===== src/rtl/r2sdf_seq_ctrl.sv =====
// Central frame sequencer for an N-stage radix-2 SDF FFT pipeline: stage enables, selects,
// twiddle addresses and frame strobes. Define R2SDF_FRAME_CNT_EN to add the frame_cnt output.
module r2sdf_seq_ctrl #(
    parameter int N = 3
) (
    input  logic               clk,
    input  logic               rst,
    input  logic               start_ip,
    output logic [N-1:0]       stage_en,
    output logic [N-1:0]       stage_sel,
    output logic [N*(N-1)-1:0] tw_addr,
    output logic               start_op,
    output logic               busy,
    output logic               err_overrun
`ifdef R2SDF_FRAME_CNT_EN
    ,
    output logic [15:0]        frame_cnt
`endif
);

    localparam int CW = N + 1;
    localparam int TW = N - 1;
    localparam logic [N-1:0] FrameEnd = '1;
    localparam logic [N-1:0] DrainEnd = {{(N-1){1'b1}}, 1'b0};

    typedef enum logic [1:0] {
        StIdle,
        StRun,
        StDrain
    } state_e;

    state_e                 state_q, state_d;
    logic [CW-1:0]          g_q, g_d;
    logic [N-1:0]           act_q, act_d;
    logic [N-1:0][N-1:0]    l_q, l_d;
    logic [N-1:0]           sel_q, sel_d;
    logic [N-1:0][TW-1:0]   tw_q, tw_d;
    logic                   sop_q, sop_d;
    logic                   busy_q, busy_d;
    logic                   err_q, err_d;
    logic                   launch;
    logic [N-1:0]           stage_start;

    always_comb begin
        state_d = state_q;
        g_d     = g_q;
        launch  = 1'b0;
        err_d   = 1'b0;
        unique case (state_q)
            StIdle: begin
                if (start_ip) begin
                    state_d = StRun;
                    g_d     = '0;
                    launch  = 1'b1;
                end
            end
            StRun: begin
                g_d = g_q + CW'(1);
                if (g_q[N-1:0] == FrameEnd) begin
                    if (start_ip) begin
                        launch = 1'b1;
                    end else begin
                        state_d = StDrain;
                    end
                end else if (start_ip) begin
                    err_d = 1'b1;
                end
            end
            StDrain: begin
                if (start_ip) begin
                    state_d = StRun;
                    g_d     = '0;
                    launch  = 1'b1;
                end else if (g_q[N-1:0] == DrainEnd) begin
                    state_d = StIdle;
                    g_d     = '0;
                end else begin
                    g_d = g_q + CW'(1);
                end
            end
            default: begin
                state_d = StIdle;
                g_d     = '0;
            end
        endcase
    end

    // Stage n picks up a frame when stage n-1 produces its first butterfly output, which is
    // L_n - L_(n-1) = 2^(N-n+1) cycles after stage n-1 started; each stage keeps its own
    // phase so an older frame drains undisturbed while a new one is launched.
    always_comb begin
        stage_start    = '0;
        stage_start[0] = launch;
        for (int i = 1; i < N; i++) begin
            stage_start[i] = act_q[i-1] && (l_q[i-1] == N'((1 << (N - i)) - 1));
        end

        act_d = '0;
        l_d   = l_q;
        sel_d = '0;
        tw_d  = '0;
        for (int i = 0; i < N; i++) begin
            if (stage_start[i]) begin
                act_d[i] = 1'b1;
                l_d[i]   = '0;
            end else if (act_q[i] && (l_q[i] != FrameEnd)) begin
                act_d[i] = 1'b1;
                l_d[i]   = l_q[i] + N'(1);
            end else begin
                l_d[i] = '0;
            end
            if (act_d[i]) begin
                sel_d[i] = l_d[i][N-1-i];
                // bitrev_(n-1)(l >> (N-n+1)) << (N-n) collapses to a fixed bit permutation
                if (sel_d[i]) begin
                    for (int j = 0; j < i; j++) begin
                        tw_d[i][TW-1-j] = l_d[i][N-i+j];
                    end
                end
            end
        end

        sop_d  = (state_d == StRun) && (g_d[N-1:0] == FrameEnd);
        busy_d = (state_d != StIdle);
    end

    always_ff @(posedge clk) begin
        if (rst) begin
            state_q <= StIdle;
            g_q     <= '0;
            act_q   <= '0;
            l_q     <= '0;
            sel_q   <= '0;
            tw_q    <= '0;
            sop_q   <= 1'b0;
            busy_q  <= 1'b0;
            err_q   <= 1'b0;
        end else begin
            state_q <= state_d;
            g_q     <= g_d;
            act_q   <= act_d;
            l_q     <= l_d;
            sel_q   <= sel_d;
            tw_q    <= tw_d;
            sop_q   <= sop_d;
            busy_q  <= busy_d;
            err_q   <= err_d;
        end
    end

    assign stage_en    = act_q;
    assign stage_sel   = sel_q;
    assign tw_addr     = tw_q;
    assign start_op    = sop_q;
    assign busy        = busy_q;
    assign err_overrun = err_q;

`ifdef R2SDF_FRAME_CNT_EN
    logic [15:0] frame_cnt_q, frame_cnt_d;

    always_comb begin
        frame_cnt_d = frame_cnt_q;
        if (sop_q) begin
            frame_cnt_d = frame_cnt_q + 16'd1;
        end
    end

    always_ff @(posedge clk) begin
        if (rst) begin
            frame_cnt_q <= '0;
        end else begin
            frame_cnt_q <= frame_cnt_d;
        end
    end

    assign frame_cnt = frame_cnt_q;
`endif

endmodule


===== config.mk =====
export PLATFORM = sky130hd
export DESIGN_NAME = r2sdf_seq_ctrl
export DESIGN_NICKNAME = d
export VERILOG_FILES = /design/src/rtl/r2sdf_seq_ctrl.sv
export SDC_FILE = /design/constraint.sdc
export NUM_CORES = 1
export LEC_CHECK = 0
export BUFFER_PORTS_ARGS = -buffer_cell sky130_fd_sc_hd__buf_2
export CELL_PAD_IN_SITES_DETAIL_PLACEMENT = 0
export CELL_PAD_IN_SITES_GLOBAL_PLACEMENT = 1
export CORE_MARGIN = 3
export CORE_UTILIZATION = 47
export CTS_BUF_LIST = sky130_fd_sc_hd__clkbuf_4
export DETAILED_ROUTE_END_ITERATION = 7
export PLACE_DENSITY = 0.84
export SLEW_MARGIN = 30
export SYNTH_ARGS = -nofsm -noshare
export SYNTH_HDL_FRONTEND = slang
export SYNTH_SLANG_ARGS = --single-unit

===== constraint.sdc =====
create_clock -name clk -period 3.8 [get_ports clk]
set_input_delay 0.19 -clock clk [delete_from_list [all_inputs] [get_ports clk]]
set_output_delay 0.19 -clock clk [all_outputs]
set_load 0.01 [all_outputs]

After elaboration in Yosys (flattened, before gate mapping) --
Index checks and enable logic that the tools add are counted.
Word-level totals: bits in registers 30, bits of input ports 3, output and inout port bits 15, word-level logic and storage cells 85
Operators by class: add/subtract/negate cells 4, eq/ne operators 12, muxes and demuxes 25, bitwise logic cells 8, reduce and logical (&&, ||, !) cells 17
Operators with widths (count):
- $mux W3 | 6
- $reduce_or A3 Y1 | 5
- $mux W4 | 3
- $pmux W4 S3 | 1
- $mux W2 | 5
- $add A3 B1 Y3 const B | 3
- $eq A3 B3 Y1 const B | 3
- $ne A3 B3 Y1 const B | 3
- $mux W1 | 8
- $not A1 Y1 | 8
- $reduce_or A2 Y1 | 4
- $logic_and A1 B1 Y1 | 6
- $pmux W2 S3 | 1
- $add A4 B1 Y4 const B | 1
- $eq A2 B1 Y1 const B | 2
- $eq A3 B1 Y1 const B | 1
- $eq A3 B2 Y1 const B | 1
- $eq A2 B2 Y1 const B | 1
- $logic_not A2 Y1 | 1
- $ne A2 B2 Y1 const B | 1
- $pmux W1 S2 | 1
- $reduce_bool A2 Y1 | 1

Depth between registers and ports, before layout --
depth in word-level cells 6, gate-level depth with buffers 6, depth with buffers taken out 6

Least setup slack after synthesis --
Ideal clock, no wire load.
path kind register to register, start point register g_q[0], end point register sop_q, in the netlist start_op, setup time 0.087 ns, data arrival time 1.335 ns, data required time 3.713 ns, path slack 2.377 ns, stages on the path, launching flop included 7, path buffers 0, period minus slack after synthesis 1.423 ns, path through dfxtp_1 ha_1 ha_1 mux2i_1 a31oi_1 a22oi_1 nor4b_2
On the way: longest elaborated chain between the ends 6, elaborated cells on any way between the ends 14, classes of those cells add/sub: 1; eq/ne: 4; mux: 8; reduce/logical: 1
RTL lines:
- start, declared | RTL line 33 | logic [CW-1:0] g_q, g_d;
- start signal, assigned | RTL line 140 | g_q <= g_d;
- $add A4 B1 Y4 or $eq A3 B3 Y1 (tied branches) | RTL line 58, 78, 74
- $mux W4 or $mux W2 (tied branches) | RTL line 74 | end else if (g_q[N-1:0] == DrainEnd) begin
- $mux W4 or $mux W2 (tied branches) | RTL line 70 | if (start_ip) begin
- $pmux W4 S3 or $pmux W2 S3 (tied branches) | RTL line 49 | unique case (state_q)
- $eq A3 B3 Y1 or $eq A2 B1 Y1 (tied branches) | RTL line 123 | sop_d = (state_d == StRun) && (g_d[N-1:0] == FrameEnd);
- $logic_and A1 B1 Y1 (*) | RTL line 123
- end signal, assigned | RTL line 145 | sop_q <= sop_d;
- end, declared | RTL line 38 | logic sop_q, sop_d;
Every way passes the cells marked *; elsewhere a longest branch is shown, timed or not. The select of a mux whose other input is x is not followed. A chain may end at the register's enable or synchronous reset.

Worst setup path after layout --
Ends and elaborated chain as after synthesis.

==> impl_metrics.tcl <==
set metrics [dict create \
    dieArea_sq_mm 0.00283 \
    grt_use_total_pct 13.5 \
    synth_edf_count 0 \
    fmax_ghz 0.627 \
    cts-root-buf "clkbuf_4" \
    syn_avg_cell_area_sq_um 9.96 \
    async_reset_ff_share_pct 0 \
    status "completed" \
    worst_hold_startpoint "rst" \
    cts-resized-gates 0 \
    routedWlPerCell_microns 11.0 \
    met3_usage_pct 2.54 \
    hold_path_depth 2 \
    post_cts_buffers 0 \
    syn_to_final_growth_pct 12.1 \
    setup-tns-final_ns 0 \
    antenna_found_initial 0 \
    use_met2_pct 21.7 \
    portBuffers 14 \
    synth_cells 105 \
    synthTopCellsByArea "dfxtp_1 50%, ha_1 13%, nor2_1 5.0%" \
    grt_pass1_wl_mm 2.75 \
    clkLatencyLatePin_ns 0.32 \
    setup_violations 0 \
    cts_hold_buf 0 \
    final_hold_viol_count 0 \
    grt_max_degree 16 \
    netlist.area_leader.share_pct 49.8 \
    yosys.area.top_type "dfxtp_1" \
    dieHeight_microns 53.2 \
    cap_violations 0 \
    crit_fanout 4 \
    num_rows 16 \
    crit_top_cell "ha_1" \
    leakage_nw 0.549 \
    r2r_end "start_op" \
    gp_congestion 0.758 \
    ios 18 \
    rsz0062_at_grt "false" \
    die_x_microns 53.2 \
    ant_nets 0 \
    p_per_area_mw_per_mm2 422 \
    crit_required_ns 4.04 \
    pre_cts_ws_ns 2.23 \
    cts_buffer_depth 2 \
    grt_pass1_vias 643 \
    period_share_pct 42.0 \
    finClkSkew_ns 0.00553 \
    netlist_top_cells_count "26 x dfxtp_1, 14 x nor2_1, 11 x ha_1" \
    end_kind "flip-flop" \
    drive_above_1_share_pct 16.7 \
    use_met1_pct 16.6 \
    via_per_inst 4.75 \
    vdd_drop_max_uv 245 \
    cts_tree "yes" \
    cts_sinks 26 \
    hold_end "stage_en[1]" \
    worst_setup_path_start_kind "flip-flop" \
    firstDrtPassIters 2 \
    cts-htree-levels 1 \
    clk_pin_slew_ns 0.14 \
    drv_slew 0 \
    coreArea_sq_mm 0.00204 \
    synth_most_common_cell "dfxtp_1" \
    criticalPathCategory "reg -> reg" \
    busiest_layer "met2" \
    hold_class "in -> reg" \
    max_stage_delay_ns 0.36 \
    ys_seq_area_share_pct 49.8 \
    drt-initial-drc-count 1 \
    vias 698 \
    reg2reg_depth 6 \
    overflow 0 \
    r2r-start "g_q[0]" \
    ys_seq_elements 26 \
    crit_chain "ha_1 > ha_1 > mux2i_1 > a31oi_1 > a22oi_1 > nor4b_2" \
    worst_slack_ns 2.21 \
    drc 0 \
    wl_mm 1.62 \
    syn_area_sq_mm 0.00105 \
    antennaDiodeCount 0 \
    nNetsFinal 135 \
    hpwl_mm 1.17 \
    fin_crit_ns 1.59 \
    start_util_pct 51.2 \
    cts_buffers 3 \
    synth-warning-count 0 \
    regToRegSetupSlack_ns 2.21 \
    ys.flop_type "dfxtp_1" \
    synth_cell_type_count 28 \
    cp.arrival_ns 1.84 \
    critPathSlowestCell "dfxtp_1" \
]
## worst max-delay path: cells and delay by family, from the launching register on
family	cells	cell delay, ns
muxes	1	0.07
AOI/OAI and AO/OA	2	0.30
and+or+nand+nor	1	0.29
adders and majority gates	2	0.49
DFF	1	0.36
## metrics by stage
step | hold WS, ns | area [sq um] | cells | power (mW) | util [%]
6_report | 0.150 | 1170 | 147 | 0.495 | 57.4
3_3_place_gp | 0.408 | 1120 | 143 | 0.311 | 54.8
3_5_place_dp | 0.418 | 1120 | 143 | 0.311 | 54.8
4_1_cts | 0.152 | 1170 | 147 | 0.497 | 57.4
2_1_floorplan | 0.332 | 1050 | 107 | 0.306 | -
5_1_grt | 0.163 | 1170 | 147 | 0.512 | 57.4
## layout by cell type (no fill, tap or decap), drive strengths merged, types with 3 or more instances in the layout
cell / count
ha: 11
nand2: 4
nor2: 15
a21oi: 6
buf: 14
clkbuf: 3
conb: 3
inv: 7
dfxtp: 26
a21o: 3
and2: 4
nand3b: 4
## sequential cells by signal, summed over array words and instances, names as in the netlist
signal	count
l_q	9
g_q	3
stage_en	3
stage_sel	3
tw_addr	3
state_q	2
busy	1
err_overrun	1
start_op	1
## area by class of cell
type                    instances  area, sq um
clock buffers                   3         22.5
clock inverters                 1         30.0
fillers                       208          870
inverters                       7         26.3
multi-input cells              69          469
flip-flops and latches         26          520
well taps                      27         33.8
repair buffers                 14         70.1
## cell families after synthesis
logic type / share of synthesized area [%]
DFF: 49.8
adders and majority gates: 13.2
buffers and inverters: 6.10
and+or+nand+nor: 20.8
other: 0.359
AOI/OAI and AO/OA: 8.85
muxes: 0.957
## layer usage
| metal | routed length (microns) | up-vias | part of all wire, % |
|---|---|---|---|
| li1 | - | 372 | - |
| met1 | 797 | 306 | 49 |
| met2 | 722 | 17 | 45 |
| met3 | 80 | 3 | 4.9 |
| met4 | 23 | 0 | 1.4 |
| met5 | 0 | - | 0 |
## where the power goes
group / total [mW] / leakage, nW / internal, mW / switching (mW)
Sequential: 0.281 / 0.211 / 0.277 / 0.00383
Combinational: 0.0242 / 0.310 / 0.00960 / 0.0146
Clock: 0.190 / 0.0279 / 0.107 / 0.0828
## how the worst max path moves through the flow
stage,startpoint,to,slack [ns],depth (start not counted)
after detailed placement,l_q[6],tw_addr[5],2.23,6
after global routing,g_q[0],start_op,2.07,6
after CTS,g_q[0],start_op,2.20,6
after floorplan,g_q[0],start_op,2.38,6
final,g_q[0],start_op,2.21,6
after global placement,g_q[0],start_op,2.27,6
Note: power is estimated with default switching activity, not from simulation.
